==> src/rtl/wb_pkg.sv <==
// wb_pkg: shared Wishbone widths, initiator FSM states, request payload type
// and the responder addresses used on the user-area bus.
// Optional feature macro used by wb_cmd_initiator: WB_TIMEOUT_EN.
package wb_pkg;

    localparam int unsigned WB_ADDR_W = 32;
    localparam int unsigned WB_DATA_W = 32;
    localparam int unsigned WB_SEL_W  = 4;

    localparam logic [WB_ADDR_W-1:0] LED_ADDR    = 32'h3000_0000;
    localparam logic [WB_ADDR_W-1:0] BUTTON_ADDR = 32'h3000_0004;

    typedef enum logic [1:0] {
        IDLE = 2'd0,
        REQ  = 2'd1,
        WAIT = 2'd2,
        RSP  = 2'd3
    } wb_state_e;

    // Request payload presented on the Wishbone master outputs.
    typedef struct packed {
        logic                 we;
        logic [WB_ADDR_W-1:0] addr;
        logic [WB_DATA_W-1:0] data;
        logic [WB_SEL_W-1:0]  sel;
    } wb_req_t;

    // Word accesses only: any nonzero low address bit is a misaligned command.
    function automatic logic addr_misaligned(input logic [WB_ADDR_W-1:0] addr);
        return addr[1:0] != 2'b00;
    endfunction

endpackage

==> src/rtl/wb_cmd_initiator_if.sv <==
// wb_cmd_initiator_if: command port, response port and Wishbone master bus of
// the command initiator.
//   master modport : the initiator (drives cmd_ready, rsp_*, o_wb_*)
//   slave modport  : the environment (controller + Wishbone responder)
interface wb_cmd_initiator_if;
    import wb_pkg::*;

    logic                 cmd_valid;
    logic                 cmd_ready;
    logic                 cmd_we;
    logic [WB_ADDR_W-1:0] cmd_addr;
    logic [WB_DATA_W-1:0] cmd_data;

    logic                 rsp_valid;
    logic                 rsp_ready;
    logic [WB_DATA_W-1:0] rsp_data;
    logic                 rsp_err;

    logic                 o_wb_cyc;
    logic                 o_wb_stb;
    logic                 o_wb_we;
    logic [WB_ADDR_W-1:0] o_wb_addr;
    logic [WB_DATA_W-1:0] o_wb_data;
    logic [WB_SEL_W-1:0]  o_wb_sel;
    logic                 i_wb_ack;
    logic                 i_wb_stall;
    logic [WB_DATA_W-1:0] i_wb_data;

    modport master (
        input  cmd_valid, cmd_we, cmd_addr, cmd_data, rsp_ready,
        input  i_wb_ack, i_wb_stall, i_wb_data,
        output cmd_ready, rsp_valid, rsp_data, rsp_err,
        output o_wb_cyc, o_wb_stb, o_wb_we, o_wb_addr, o_wb_data, o_wb_sel
    );

    modport slave (
        output cmd_valid, cmd_we, cmd_addr, cmd_data, rsp_ready,
        output i_wb_ack, i_wb_stall, i_wb_data,
        input  cmd_ready, rsp_valid, rsp_data, rsp_err,
        input  o_wb_cyc, o_wb_stb, o_wb_we, o_wb_addr, o_wb_data, o_wb_sel
    );

endinterface

==> src/rtl/wb_timeout_timer.sv <==
// wb_timeout_timer: counts WAIT cycles and flags the cycle on which the count
// reaches TIMEOUT_CYCLES.
//   clk, reset : clock, async active-high reset
//   run        : 1 while the initiator is in WAIT; 0 clears the count
//   expired_c  : combinational, high on the TIMEOUT_CYCLES-th WAIT cycle
module wb_timeout_timer #(
    parameter int unsigned TIMEOUT_CYCLES = 16
) (
    input  logic clk,
    input  logic reset,
    input  logic run,
    output logic expired_c
);
    localparam int unsigned CNT_W = 16;

    logic [CNT_W-1:0] cnt_q, cnt_d;

    always_comb begin
        cnt_d = cnt_q;
        if (!run) begin
            cnt_d = '0;
        end else begin
            cnt_d = cnt_q + CNT_W'(1);
        end
    end

    // cnt_q holds the number of WAIT cycles already completed.
    assign expired_c = run && (cnt_q == CNT_W'(TIMEOUT_CYCLES - 1));

    always_ff @(posedge clk or posedge reset) begin
        if (reset) begin
            cnt_q <= '0;
        end else begin
            cnt_q <= cnt_d;
        end
    end

endmodule

==> src/rtl/wb_cmd_initiator.sv <==
// wb_cmd_initiator: Wishbone pipelined-mode master. Each accepted command
// becomes one bus transaction; the result is returned on the response port.
//   clk, reset : clock, async active-high reset
//   bus        : wb_cmd_initiator_if.master (cmd_*, rsp_*, o_wb_*, i_wb_*)
// Parameters: ADDR_ALIGN_CHECK (reject misaligned commands),
//             TIMEOUT_CYCLES (WAIT abort limit, 1..65535).
// Optional macro WB_TIMEOUT_EN adds the WAIT timeout abort.
module wb_cmd_initiator
    import wb_pkg::*;
#(
    parameter bit          ADDR_ALIGN_CHECK = 1'b1,
    parameter int unsigned TIMEOUT_CYCLES   = 16
) (
    input  logic                clk,
    input  logic                reset,
    wb_cmd_initiator_if.master  bus
);

    if (TIMEOUT_CYCLES < 1 || TIMEOUT_CYCLES > 65535) begin : g_bad_timeout
        $error("wb_cmd_initiator: TIMEOUT_CYCLES out of range 1..65535");
    end

    wb_state_e            state_q, state_d;
    wb_req_t              req_q, req_d;
    logic                 cyc_q, cyc_d;
    logic                 stb_q, stb_d;
    logic                 cmd_ready_q, cmd_ready_d;
    logic                 rsp_valid_q, rsp_valid_d;
    logic [WB_DATA_W-1:0] rsp_data_q, rsp_data_d;
    logic                 rsp_err_q, rsp_err_d;
    logic                 done_c;
    logic                 abort_c;
    logic                 tmr_expired_c;

`ifdef WB_TIMEOUT_EN
    wb_timeout_timer #(
        .TIMEOUT_CYCLES (TIMEOUT_CYCLES)
    ) u_timer (
        .clk       (clk),
        .reset     (reset),
        .run       (state_q == WAIT),
        .expired_c (tmr_expired_c)
    );
`else
    assign tmr_expired_c = 1'b0;
`endif

    // Next state and next register values.
    always_comb begin
        state_d     = state_q;
        req_d       = req_q;
        cyc_d       = cyc_q;
        stb_d       = stb_q;
        cmd_ready_d = cmd_ready_q;
        rsp_valid_d = rsp_valid_q;
        rsp_data_d  = rsp_data_q;
        rsp_err_d   = rsp_err_q;
        done_c      = 1'b0;
        abort_c     = 1'b0;

        case (state_q)
            IDLE: begin
                if (bus.cmd_valid) begin
                    cmd_ready_d = 1'b0;
                    if (ADDR_ALIGN_CHECK && addr_misaligned(bus.cmd_addr)) begin
                        state_d     = RSP;
                        rsp_valid_d = 1'b1;
                        rsp_err_d   = 1'b1;
                        rsp_data_d  = '0;
                    end else begin
                        state_d    = REQ;
                        cyc_d      = 1'b1;
                        stb_d      = 1'b1;
                        req_d.we   = bus.cmd_we;
                        req_d.addr = bus.cmd_addr;
                        req_d.data = bus.cmd_data;
                        req_d.sel  = '1;
                    end
                end
            end
            REQ: begin
                if (!bus.i_wb_stall) begin
                    stb_d = 1'b0;
                    // A combinational responder may ack the strobe it just took.
                    if (bus.i_wb_ack) begin
                        done_c = 1'b1;
                    end else begin
                        state_d = WAIT;
                    end
                end
            end
            WAIT: begin
                // Ack has priority over a timeout expiring in the same cycle.
                if (bus.i_wb_ack) begin
                    done_c = 1'b1;
                end else if (tmr_expired_c) begin
                    abort_c = 1'b1;
                end
            end
            RSP: begin
                if (bus.rsp_ready) begin
                    state_d     = IDLE;
                    rsp_valid_d = 1'b0;
                    cmd_ready_d = 1'b1;
                end
            end
            default: state_d = IDLE;
        endcase

        // Close the bus cycle and post the response.
        if (done_c || abort_c) begin
            state_d     = RSP;
            cyc_d       = 1'b0;
            stb_d       = 1'b0;
            req_d.we    = 1'b0;
            req_d.sel   = '0;
            rsp_valid_d = 1'b1;
            rsp_err_d   = abort_c;
            rsp_data_d  = (abort_c || req_q.we) ? '0 : bus.i_wb_data;
        end
    end

    always_ff @(posedge clk or posedge reset) begin
        if (reset) begin
            state_q     <= IDLE;
            req_q       <= '0;
            cyc_q       <= 1'b0;
            stb_q       <= 1'b0;
            cmd_ready_q <= 1'b1;
            rsp_valid_q <= 1'b0;
            rsp_data_q  <= '0;
            rsp_err_q   <= 1'b0;
        end else begin
            state_q     <= state_d;
            req_q       <= req_d;
            cyc_q       <= cyc_d;
            stb_q       <= stb_d;
            cmd_ready_q <= cmd_ready_d;
            rsp_valid_q <= rsp_valid_d;
            rsp_data_q  <= rsp_data_d;
            rsp_err_q   <= rsp_err_d;
        end
    end

    assign bus.cmd_ready = cmd_ready_q;
    assign bus.rsp_valid = rsp_valid_q;
    assign bus.rsp_data  = rsp_data_q;
    assign bus.rsp_err   = rsp_err_q;
    assign bus.o_wb_cyc  = cyc_q;
    assign bus.o_wb_stb  = stb_q;
    assign bus.o_wb_we   = req_q.we;
    assign bus.o_wb_addr = req_q.addr;
    assign bus.o_wb_data = req_q.data;
    assign bus.o_wb_sel  = req_q.sel;

endmodule

==> src/flat_wrapper.sv <==
// flat-port wrapper written by rule: the top's interface ports become plain ports
module wb_cmd_initiator_flat import wb_pkg::*;
#(
    parameter bit          ADDR_ALIGN_CHECK = 1'b1,
    parameter int unsigned TIMEOUT_CYCLES   = 16
)
  (clk, reset, bus_cmd_valid, bus_cmd_we, bus_cmd_addr, bus_cmd_data, bus_rsp_ready, bus_i_wb_ack, bus_i_wb_stall, bus_i_wb_data, bus_cmd_ready, bus_rsp_valid, bus_rsp_data, bus_rsp_err, bus_o_wb_cyc, bus_o_wb_stb, bus_o_wb_we, bus_o_wb_addr, bus_o_wb_data, bus_o_wb_sel);
  wb_cmd_initiator_if bus_i ();
  input  logic clk;
  input  logic reset;
  input wire logic [$bits(bus_i.cmd_valid)-1:0] bus_cmd_valid;
  input wire logic [$bits(bus_i.cmd_we)-1:0] bus_cmd_we;
  input wire logic [$bits(bus_i.cmd_addr)-1:0] bus_cmd_addr;
  input wire logic [$bits(bus_i.cmd_data)-1:0] bus_cmd_data;
  input wire logic [$bits(bus_i.rsp_ready)-1:0] bus_rsp_ready;
  input wire logic [$bits(bus_i.i_wb_ack)-1:0] bus_i_wb_ack;
  input wire logic [$bits(bus_i.i_wb_stall)-1:0] bus_i_wb_stall;
  input wire logic [$bits(bus_i.i_wb_data)-1:0] bus_i_wb_data;
  output wire logic [$bits(bus_i.cmd_ready)-1:0] bus_cmd_ready;
  output wire logic [$bits(bus_i.rsp_valid)-1:0] bus_rsp_valid;
  output wire logic [$bits(bus_i.rsp_data)-1:0] bus_rsp_data;
  output wire logic [$bits(bus_i.rsp_err)-1:0] bus_rsp_err;
  output wire logic [$bits(bus_i.o_wb_cyc)-1:0] bus_o_wb_cyc;
  output wire logic [$bits(bus_i.o_wb_stb)-1:0] bus_o_wb_stb;
  output wire logic [$bits(bus_i.o_wb_we)-1:0] bus_o_wb_we;
  output wire logic [$bits(bus_i.o_wb_addr)-1:0] bus_o_wb_addr;
  output wire logic [$bits(bus_i.o_wb_data)-1:0] bus_o_wb_data;
  output wire logic [$bits(bus_i.o_wb_sel)-1:0] bus_o_wb_sel;
  assign bus_i.cmd_valid = bus_cmd_valid;
  assign bus_i.cmd_we = bus_cmd_we;
  assign bus_i.cmd_addr = bus_cmd_addr;
  assign bus_i.cmd_data = bus_cmd_data;
  assign bus_i.rsp_ready = bus_rsp_ready;
  assign bus_i.i_wb_ack = bus_i_wb_ack;
  assign bus_i.i_wb_stall = bus_i_wb_stall;
  assign bus_i.i_wb_data = bus_i_wb_data;
  assign bus_cmd_ready = bus_i.cmd_ready;
  assign bus_rsp_valid = bus_i.rsp_valid;
  assign bus_rsp_data = bus_i.rsp_data;
  assign bus_rsp_err = bus_i.rsp_err;
  assign bus_o_wb_cyc = bus_i.o_wb_cyc;
  assign bus_o_wb_stb = bus_i.o_wb_stb;
  assign bus_o_wb_we = bus_i.o_wb_we;
  assign bus_o_wb_addr = bus_i.o_wb_addr;
  assign bus_o_wb_data = bus_i.o_wb_data;
  assign bus_o_wb_sel = bus_i.o_wb_sel;
  wb_cmd_initiator #(.ADDR_ALIGN_CHECK(ADDR_ALIGN_CHECK), .TIMEOUT_CYCLES(TIMEOUT_CYCLES)) u_core (.clk(clk), .reset(reset), .bus(bus_i));
endmodule
==> config.mk <==
export PLATFORM = sky130hd
export DESIGN_NAME = wb_cmd_initiator_flat
export DESIGN_NICKNAME = d
export VERILOG_FILES = /design/src/rtl/wb_pkg.sv /design/src/rtl/wb_cmd_initiator_if.sv /design/src/rtl/wb_timeout_timer.sv /design/src/rtl/wb_cmd_initiator.sv /design/src/flat_wrapper.sv
export SDC_FILE = /design/constraint.sdc
export NUM_CORES = 1
export LEC_CHECK = 0
export BUFFER_PORTS_ARGS = -buffer_cell sky130_fd_sc_hd__buf_2
export CELL_PAD_IN_SITES_DETAIL_PLACEMENT = 2
export CELL_PAD_IN_SITES_GLOBAL_PLACEMENT = 2
export CORE_ASPECT_RATIO = 0.5
export CORE_MARGIN = 2
export CORE_UTILIZATION = 25
export DETAILED_ROUTE_END_ITERATION = 16
export PLACE_DENSITY_LB_ADDON = 0.05
export SLEW_MARGIN = 20
export SYNTH_ARGS = -nofsm -noshare
export SYNTH_HDL_FRONTEND = slang
export SYNTH_SLANG_ARGS = --single-unit
==> constraint.sdc <==
create_clock -name clk -period 3.15 [get_ports clk]
set_input_delay 0.63 -clock clk [delete_from_list [all_inputs] [get_ports clk]]
set_output_delay 0.63 -clock clk [all_outputs]
set_load 0.05 [all_outputs]
==> impl_results.rst <==
.. list-table::
   :header-rows: 1

   * - Metric
     - Value
   * - Status
     - finished, final reports clean
   * - Least-Margin Pin Slew
     - 0.723 ns
   * - Clock transition at the registers of the reported paths
     - 0.08 ns
   * - Flops & latches, synth
     - 105
   * - Floorplan row count
     - 34
   * - Buffering stage count on the worst path with inverters included
     - 2
   * - Number of cells produced by synthesis
     - 338
   * - Vias in the first global route
     - 3585
   * - Synthesis Warnings
     - 0
   * - Ratio of cells with drive above 1 in the final layout
     - 54.2%
   * - Clock latency on the worst-skew pair
     - 0.35 ns
   * - Share of total power in the clock network
     - 15.8%
   * - Share of total power in sequential cells
     - 29.9%
   * - Seq. cell area
     - 0.00263 sq mm
   * - Via-per-instance ratio
     - 4.29
   * - Number of nets in the layout
     - 648
   * - Number of library cell types mapped by synthesis
     - 31
   * - Number of clock sinks
     - 105
   * - Final critical delay including setup and external delays
     - 2.05 ns
   * - Gates resized, CTS repair
     - 0
   * - DRC violations left
     - 0
   * - Final count of pins violating max slew
     - 0
   * - Worst slack, placed
     - 1.07 ns
   * - # port buffers
     - 208
   * - Total power divided by cell area
     - 1260 mW/mm^2
   * - Hold violation count in the final report
     - 0
   * - Layout Skew
     - 0.0120 ns
   * - Switching power
     - 3.85 mW
   * - Multi-input combinational cell area
     - 0.00154 sq mm
   * - Nature of the critical path endpoint
     - flop
   * - Critical path data arrival time
     - 2.28 ns
   * - Initial antenna violation count
     - 1
   * - Fraction of power spent switching nets
     - 51.6%
   * - Number of I/O pins
     - 209
   * - Post-synthesis instance area
     - 0.00437 sq mm
   * - Total of fill cells in the finished design
     - 1919
   * - First-pass GRT wire length
     - 20500 um
   * - Final critical-path share of the clock period
     - 65.0%
   * - Unrepaired setup endpoints after global routing
     - false
   * - Type of origin of the critical path
     - flop
   * - Weighted congestion reported at the end of routability-driven placement
     - 0.715
   * - Internal power
     - 3.61 mW
   * - Critical-path top delay cell
     - sky130_fd_sc_hd__dfrtp_1
   * - CTS Buffer Depth
     - 2
   * - Area of the core
     - 0.0172 sq mm
   * - Avg WL per Cell
     - 16.5 um
   * - Slew headroom
     - 51.8%
   * - Leakage dissipation
     - 3.02 nW
   * - Commonest cells after routing, fill and taps aside
     - 208 x sky130_fd_sc_hd__buf_2, 104 x sky130_fd_sc_hd__dfrtp_1, 60 x sky130_fd_sc_hd__mux2_2
   * - Slowest Stage Delay on Critical Path
     - 0.44 ns
   * - Max Fanout on Critical Path
     - 67
   * - Peak supply drop
     - 0.000457 V
   * - # diodes
     - 0
   * - Comb pwr share
     - 54.3%
   * - Post-synthesis area per instance
     - 12.9 sq um
   * - Setup TNS
     - 0 ns
   * - Die Outline Area
     - 0.0186 sq mm
   * - Root cell of the clock tree
     - sky130_fd_sc_hd__clkbuf_16
   * - Maximum number of pins on one net before global-route repair
     - 68
   * - Vertical die dimension
     - 97.5 um
   * - Maximum Capacitance Violations
     - 0
   * - Width of the die
     - 191 um
   * - DRT Wirelength
     - 12800 um
   * - Total overflow reported by the global router
     - 0
   * - Required time at the endpoint of the critical path
     - 3.38 ns
   * - Worst hold path type
     - input port to async pin
   * - Series of cell instances along the critical path
     - inv_1 > ha_1 > nand2_2 > nor3_4 > buf_12 > mux2_2
   * - Via total after detailed routing
     - 3339
   * - Layout Area Growth over Synthesis
     - 35.6%
   * - Number of nets with antenna violations after routing
     - 0
   * - Setup slack of the critical path after layout
     - 1.10 ns
   * - Setup violation total in the final timing report
     - 0
   * - Starting utilization of the core area
     - 25.4%
   * - Gr usage total
     - 14.3%
   * - Half-perimeter wire length after placement
     - 9160 um
   * - CP top delay family
     - buffers and inverters
   * - CTS Buf Count
     - 9
   * - CTS hold repair buffers
     - 0
   * - Drt first pass iters
     - 4
   * - Crit Path Class
     - flop to flop
   * - Sequential-to-total area share from yosys stat
     - 60.2%
   * - Mapped Nets
     - 447
   * - Clock tree from TritonCTS
     - built
   * - Maximum achievable frequency
     - 489 MHz
   * - Leading cell type in the layout, fill and taps excluded
     - sky130_fd_sc_hd__buf_2
   * - DRT iter0 DRCs
     - 56
   * - CTS H-tree lvls
     - 3
   * - Final design utilization
     - 34.4%
   * - Number of buffers inserted to repair setup after CTS
     - 0
logic make-up (layout without fill, tap and decap cells):
logic type,Yosys count,after routing,share of synthesized area (%)
AO/OA/AOI/OAI,48,48,6.27
adder cells (fa/ha/maj),6,6,1.72
buffers and inverters,30,236,4.47
flip-flops,105,105,60.2
multiplexers,64,64,16.4
AND/OR/NAND/NOR,85,85,10.9
power groups by stage:
stage | Sequential [mW] | Clock, mW | Combinational, mW
finish | 2.23 | 1.18 | 4.05
global route | 2.33 | 1.29 | 4.29
CTS | 2.25 | 1.24 | 4.12
detailed placement | 2.27 | 0 | 4.11
global placement | 2.24 | 0 | 4.07
floorplan | 4.30 | 0 | 1.06
flip-flops by register name, indices dropped and copies added, names as in the netlist:
signal	flops
u_core.bus.rsp_valid	1
u_core.bus.o_wb_data	32
u_core.bus.o_wb_sel	1
u_core.bus.rsp_err	1
u_core.bus.o_wb_addr	32
u_core.bus.rsp_data	32
u_core.bus.o_wb_stb	1
u_core.bus.cmd_ready	1
u_core.bus.o_wb_we	1
u_core.state_q	2
u_core.bus.o_wb_cyc	1
stage by stage:
step | total power, mW | instances | cell area [sq um] | hold WS, ns
after CTS | 7.60 | 778 | 5920 | 0.411
after floorplan | 5.36 | 338 | 4370 | 0.605
after global placement | 6.31 | 762 | 5620 | 0.473
after global routing | 7.92 | 778 | 5920 | 0.427
after detailed placement | 6.38 | 762 | 5620 | 0.478
final | 7.46 | 778 | 5920 | 0.387
Yosys cell counts (all sizes together):
cell type	number	area share [%]
a211o	1	0.20
a211oi	1	0.29
a21boi	1	0.17
a21oi	8	0.92
a311o	2	0.46
and2	1	0.14
buf	19	3.5
clkbuf	5	0.43
dfrtp	104	60
dfstp	1	0.60
ha	6	1.7
inv	6	0.52
mux2	62	16
mux2i	2	0.46
nand2	1	0.14
nand2b	33	4.7
nand3	33	3.8
nor2	10	0.86
nor2b	3	0.43
nor3	2	0.49
o211a	1	0.23
o211ai	1	0.17
o21ai	32	3.7
o31ai	1	0.17
or2	1	0.14
or3b	1	0.20
routing by layer:
layer  wire length (um)  vias to the layer above  track usage [%]
met5                  7                        -                0
met4                116                        2             3.40
met1               5840                     1650             18.6
met3                871                       12             4.51
li1                   -                     1565                -
met2               6000                      110             23.2
worst paths after layout:
check,start,endpoint,slack [ns],depth (start not counted)
setup / recovery,u_core.state_q[0]$_DFFE_PP0P_,u_core.bus.o_wb_addr[30]$_DFFE_PP0P_,1.10,6
hold / removal,reset,u_core.bus.rsp_data[23]$_DFFE_PP0P_,0.39,2
setup reg to reg,u_core.state_q[0]$_DFFE_PP0P_,u_core.bus.o_wb_addr[30]$_DFFE_PP0P_,1.10,6
hold reg to reg,u_core.bus.o_wb_data[1]$_DFFE_PP0P_,u_core.bus.o_wb_data[1]$_DFFE_PP0P_,0.49,1
max in group asynchronous,reset,u_core.bus.o_wb_data[3]$_DFFE_PP0P_,2.08,3
min in group clk,u_core.bus.o_wb_data[1]$_DFFE_PP0P_,u_core.bus.o_wb_data[1]$_DFFE_PP0P_,0.49,1
final cells by class:
class | count | share of cell area, %
Timing Repair Buffer | 214 | 19.0
Sequential cell | 105 | 44.4
Tap cell | 234 | 4.94
Multi-Input combinational cell | 203 | 26.1
Inverter | 6 | 0.444
Clock inverter | 6 | 1.35
Clock buffer | 10 | 3.86
Power figures use the tool's default switching activity.
